===== src/rtl/vga_timing_gen.sv =====
// Raster timing source: horizontal/vertical scan counters plus registered sync,
// blanking and strobe decode, all aligned with the counters they describe.
module vga_timing_gen #(
  parameter int unsigned H_VIS    = 640,
  parameter int unsigned H_FP     = 16,
  parameter int unsigned H_SYNC   = 96,
  parameter int unsigned H_BP     = 48,
  parameter int unsigned V_VIS    = 480,
  parameter int unsigned V_FP     = 10,
  parameter int unsigned V_SYNC   = 2,
  parameter int unsigned V_BP     = 33,
  parameter logic        SYNC_POL = 1'b0
) (
  input  logic       pixel_clk,
  input  logic       reset,
  output logic [9:0] X_pix,
  output logic [9:0] Y_pix,
  output logic       hsync,
  output logic       vsync,
  output logic       video_on,
  output logic       line_end,
  output logic       frame_start
);

  localparam int unsigned H_TOTAL = H_VIS + H_FP + H_SYNC + H_BP;
  localparam int unsigned V_TOTAL = V_VIS + V_FP + V_SYNC + V_BP;

  localparam logic [9:0] H_LAST   = 10'(H_TOTAL - 1);
  localparam logic [9:0] V_LAST   = 10'(V_TOTAL - 1);
  localparam logic [9:0] H_VIS_C  = 10'(H_VIS);
  localparam logic [9:0] V_VIS_C  = 10'(V_VIS);
  localparam logic [9:0] HS_START = 10'(H_VIS + H_FP);
  localparam logic [9:0] HS_END   = 10'(H_VIS + H_FP + H_SYNC - 1);
  localparam logic [9:0] VS_START = 10'(V_VIS + V_FP);
  localparam logic [9:0] VS_END   = 10'(V_VIS + V_FP + V_SYNC - 1);

  logic [9:0] w_x_nxt;
  logic [9:0] w_y_nxt;
  logic       w_hs_nxt;
  logic       w_vs_nxt;
  logic       w_von_nxt;
  logic       w_le_nxt;
  logic       w_fs_nxt;

  // Next scan position: X wraps at end of line, Y advances on that wrap.
  always_comb begin
    w_x_nxt = X_pix + 10'd1;
    w_y_nxt = Y_pix;
    if (X_pix == H_LAST) begin
      w_x_nxt = 10'd0;
      if (Y_pix == V_LAST) begin
        w_y_nxt = 10'd0;
      end else begin
        w_y_nxt = Y_pix + 10'd1;
      end
    end else begin
      w_y_nxt = Y_pix;
    end
  end

  // Decode from the next position so the registered flags match the registered counters.
  always_comb begin
    w_hs_nxt  = ((w_x_nxt >= HS_START) && (w_x_nxt <= HS_END)) ? SYNC_POL : ~SYNC_POL;
    w_vs_nxt  = ((w_y_nxt >= VS_START) && (w_y_nxt <= VS_END)) ? SYNC_POL : ~SYNC_POL;
    w_von_nxt = (w_x_nxt < H_VIS_C) && (w_y_nxt < V_VIS_C);
    w_le_nxt  = (w_x_nxt == H_LAST);
    w_fs_nxt  = (w_x_nxt == 10'd0) && (w_y_nxt == 10'd0);
  end

  // Counter and output registers; reset parks on the last pixel so release lands on (0,0).
  always_ff @(posedge pixel_clk) begin
    if (reset) begin
      X_pix       <= H_LAST;
      Y_pix       <= V_LAST;
      hsync       <= ~SYNC_POL;
      vsync       <= ~SYNC_POL;
      video_on    <= 1'b0;
      line_end    <= 1'b0;
      frame_start <= 1'b0;
    end else begin
      X_pix       <= w_x_nxt;
      Y_pix       <= w_y_nxt;
      hsync       <= w_hs_nxt;
      vsync       <= w_vs_nxt;
      video_on    <= w_von_nxt;
      line_end    <= w_le_nxt;
      frame_start <= w_fs_nxt;
    end
  end

endmodule


===== config.mk =====
export PLATFORM = sky130hd
export DESIGN_NAME = vga_timing_gen
export DESIGN_NICKNAME = d
export VERILOG_FILES = /design/src/rtl/vga_timing_gen.sv
export SDC_FILE = /design/constraint.sdc
export NUM_CORES = 1
export LEC_CHECK = 0
export CAP_MARGIN = 10
export CORE_AREA = 2 2 70 52
export DETAILED_ROUTE_END_ITERATION = 10
export DIE_AREA = 0 0 72 54
export PLACE_DENSITY_LB_ADDON = 0.12
export SLEW_MARGIN = 15
export SYNTH_ARGS = -nofsm -noshare
export SYNTH_HDL_FRONTEND = slang
export SYNTH_SLANG_ARGS = --single-unit

===== constraint.sdc =====
create_clock -name pixel_clk -period 2.85 [get_ports pixel_clk]
set_input_delay 0.57 -clock pixel_clk [delete_from_list [all_inputs] [get_ports pixel_clk]]
set_output_delay 0.57 -clock pixel_clk [all_outputs]
set_load 0.05 [all_outputs]

==> summary.md <==
| Metric | Value |
|---|---|
| Run status | `complete, no violations` |
| Peak supply drop | `~0.59 mV` |
| Remaining global-route overflow | `0` |
| CTS Hold Bufs | `0` |
| Main area contributors after synthesis | `sky130_fd_sc_hd__dfxtp_1, sky130_fd_sc_hd__xnor2_1, sky130_fd_sc_hd__nor2_1` |
| Largest net degree at the start of global routing | `23` |
| Clock tree from TritonCTS | `yes` |
| Worst-skew pair later-pin latency | `0.28 ns` |
| Fraction of synthesis flops using an asynchronous set or reset pin | `0%` |
| WL/cell | `14.9 um` |
| Top cell type by total area after synthesis | `sky130_fd_sc_hd__dfxtp_1` |
| Final Max Tran Viols | `0` |
| Vertical extent of the die | `54 um` |
| Minimum hold slack | `between 0.5 and 0.6 ns` |
| Overall die area | `3890 um^2` |
| CTS Sinks | `25` |
| Library cell used as clock root buffer | `sky130_fd_sc_hd__clkbuf_8` |
| Number of vias in the routed layout | `1369` |
| Commonest non-fill, non-tap cell in the layout | `sky130_fd_sc_hd__clkdlybuf4s50_1` |
| Critical path fanouts, max | `9` |
| PnR Total Power | `0.00201 W` |
| Unrepaired setup endpoints after global routing | `false` |
| Number of max-cap violations | `0` |
| Wire length of the first global-routing pass | `about 5800 um` |
| Effective utilization at floorplan | `44.4%` |
| CTS H-Tree Depth | `1` |
| Initial antenna violation count | `0` |
| Number of buffers inserted by post-CTS setup repair | `0` |
| Number of global-route vias before repair | `1187` |
| Synthesized-area fraction occupied by xor and xnor cells | `7.14%` |
| Simple-gate share of the synthesized area | `34.1%` |
| Count of nets left with antenna violations after detail routing | `0` |
| Delay of the slowest critical-path stage | `0.39 ns` |
| Final hold violations | `0` |
| Maximum frequency from static timing analysis | `roughly 0.4 GHz` |
| Area fraction in compound gates after synthesis | `12.9%` |
| Number of nets at the end of the flow | `207` |
| Synthesized instance count | `approximately 170` |
| Slew at the pin closest to its max-slew limit | `approximately 0.53 ns` |
| Post-synthesis instance area | `1470 um^2` |
| Final clock skew | `0.00464 ns` |
| Post-CTS resize count | `0` |
| Number of placement rows | `18` |
| Via-to-Cell Ratio | `5.70` |
| Count of cell types in the netlist | `45` |
| Number of buffers created by CTS | `3` |
| Minimum period implied by the final worst setup slack | `around 2.5 ns` |
| GRT Overall Usage | `19.5%` |
| Power density cells | `between 1000 and 1500 nW/um^2` |
| Most used cells in the layout excluding fill and tap cells | `sky130_fd_sc_hd__clkdlybuf4s50_1, sky130_fd_sc_hd__dfxtp_1, sky130_fd_sc_hd__nor2_1` |
| Mux contribution to synthesized area | `under 10%` |
| Number of enable flip-flop cells after synthesis | `0` |
| DIE WIDTH | `72 um` |
| Area overhead of the layout relative to synthesis | `23.0%` |
| Detailed-routing iteration count for the pre-antenna-repair pass | `4` |
| Total half-perimeter wirelength after legalization and detailed placement | `2650 um` |
| Arithmetic-cell share of the synthesized area counting full adders, half adders and majority gates | `3.40%` |
| Synthesis-stage register bit count | `25` |
| Data required time at the worst endpoint | `around 3.0 ns` |
| Share of cells above drive strength 1 | `10.0%` |
| Number of warning messages in the yosys log | `0` |
| Sequential share of the synthesized area | `about a third` |
| Critical path startpoint category | `flip-flop` |
| Post-Route WL | `3570 um` |
| Final RePlAce weighted congestion | `0.882` |
| IO Port Bufs | `26` |
| Portion of the clock cycle consumed by the worst path in the final layout | `87.1%` |
| Synthesized netlist net count | `180` |
| Final setup vio count | `0` |
| Tightest slew margin relative to the limit | `64.1%` |
| Hold Path Class | `reg2reg` |
| Number of ports placed on the die boundary | `27` |
| Clock-pin slew reported for the worst setup and hold paths after clock tree synthesis | `0.10 ns` |
| Area share of the largest cell type after synthesis | `34.0%` |
| Endpoint arrival time on the critical path | `2.63 ns` |
| Core Footprint | `roughly 3300 um^2` |
| Kind of end point of the critical path | `flip-flop` |
| Predominant post-synthesis flop cell | `sky130_fd_sc_hd__dfxtp_1` |
| Post-detailed-route DRC marker count | `0` |
| Post-layout util | `54.6%` |
| Largest family of logic cells by synthesized area | `simple AND/OR/NAND/NOR gates` |
| Slowest library cell on the worst path | `sky130_fd_sc_hd__dfxtp_1` |
| Number of design-rule violations left by the first detailed-router iteration | `115` |
| Clk buf depth | `2` |
| Series of cell instances along the critical path | `ha_1, nand4_1, buf_4, nor4_4, nand3_1, xor2_1, nor4_2, nand4b_1` |
| Category of the critical setup timing path | `reg2reg` |
| Number of antenna repair diodes | `0` |
| Leakage power | `between 0.7 and 0.8 nW` |
| Final TNS setup | `0 ns` |
| Post-synthesis area per instance | `8.46 um^2` |
==> routing by layer <==
metal | vias to the layer above | routed length [um] | GRT usage (%)
met5 | - | 0 | 0
met4 | 0 | 27 | 4.72
met2 | 66 | 1500 | 28.9
li1 | 669 | - | -
met3 | 6 | 287 | 4.87
met1 | 628 | 1760 | 28.2
==> cell usage after synthesis, types with 4 or more instances <==
| master | number |
|---|---|
| sky130_fd_sc_hd__dfxtp_1 | 25 |
| sky130_fd_sc_hd__nor3_1 | 6 |
| sky130_fd_sc_hd__xor2_1 | 5 |
| sky130_fd_sc_hd__ha_1 | 4 |
| sky130_fd_sc_hd__a21oi_1 | 8 |
| sky130_fd_sc_hd__inv_1 | 9 |
| sky130_fd_sc_hd__nand4_1 | 7 |
| sky130_fd_sc_hd__nand2_1 | 9 |
| sky130_fd_sc_hd__clkbuf_1 | 4 |
| sky130_fd_sc_hd__nand2b_1 | 5 |
| sky130_fd_sc_hd__nor2_1 | 15 |
| sky130_fd_sc_hd__o21ai_0 | 6 |
| sky130_fd_sc_hd__and3_1 | 4 |
| sky130_fd_sc_hd__xnor2_1 | 7 |
| sky130_fd_sc_hd__nor4_1 | 4 |
| sky130_fd_sc_hd__nand3_1 | 8 |
==> metrics by stage <==
step | std cells | setup slack (ns) | area (um^2)
after floorplan | 174 | 0.203 | 1470
after global placement | 236 | 0.424 | 1760
after detailed placement | 236 | 0.397 | 1760
after CTS | 240 | 0.378 | 1810
after global routing | 240 | 0.160 | 1810
final | 240 | 0.367 | 1810
==> logic make-up after synthesis <==
kind of cell / after synthesis
mux: 3
compound gates: 28
buf+inv: 18
flops: 25
xor+xnor: 12
fa+ha+maj: 4
simple gates: 84
==> report_power, final <==
group	leakage, nW	switching [W]	internal (W)
Combinational	0.487	0.000798	0.000440
Sequential	0.204	0.000121	0.000427
Clock	0.0217	0.000126	0.0000995
==> layout make-up <==
cell class | count | area, um^2
fillers | 298 | 1500
multi-input cells | 131 | 878
flip-flops and latches | 25 | 500
repair buffers | 31 | 298
well taps | 40 | 50.0
clock buffers | 3 | 41.3
inverters | 9 | 33.8
clock inverters | 1 | 7.51
==> critical path: cells and delay by family, from the launching register on <==
kind | cells | cell delay (ns)
xor+xnor | 1 | 0.20
buf+inv | 1 | 0.21
simple gates | 5 | 1.21
flops | 1 | 0.39
fa+ha+maj | 1 | 0.35
==> path summary, 6_finish.rpt <==
kind,startpoint,to,slack (ns),depth (start not counted)
worst max-delay path,X_pix[1],vsync,0.37,8
worst min-delay path,X_pix[0],X_pix[0],0.56,2
worst max register to register,X_pix[1],vsync,0.37,8
worst min register to register,X_pix[0],X_pix[0],0.56,2
==> registers in the layout, indices dropped and copies added (netlist names) <==
register,cells
Y_pix,10
line_end,1
vsync,1
hsync,1
video_on,1
frame_start,1
X_pix,10
Note: power is estimated with default switching activity, not from simulation.
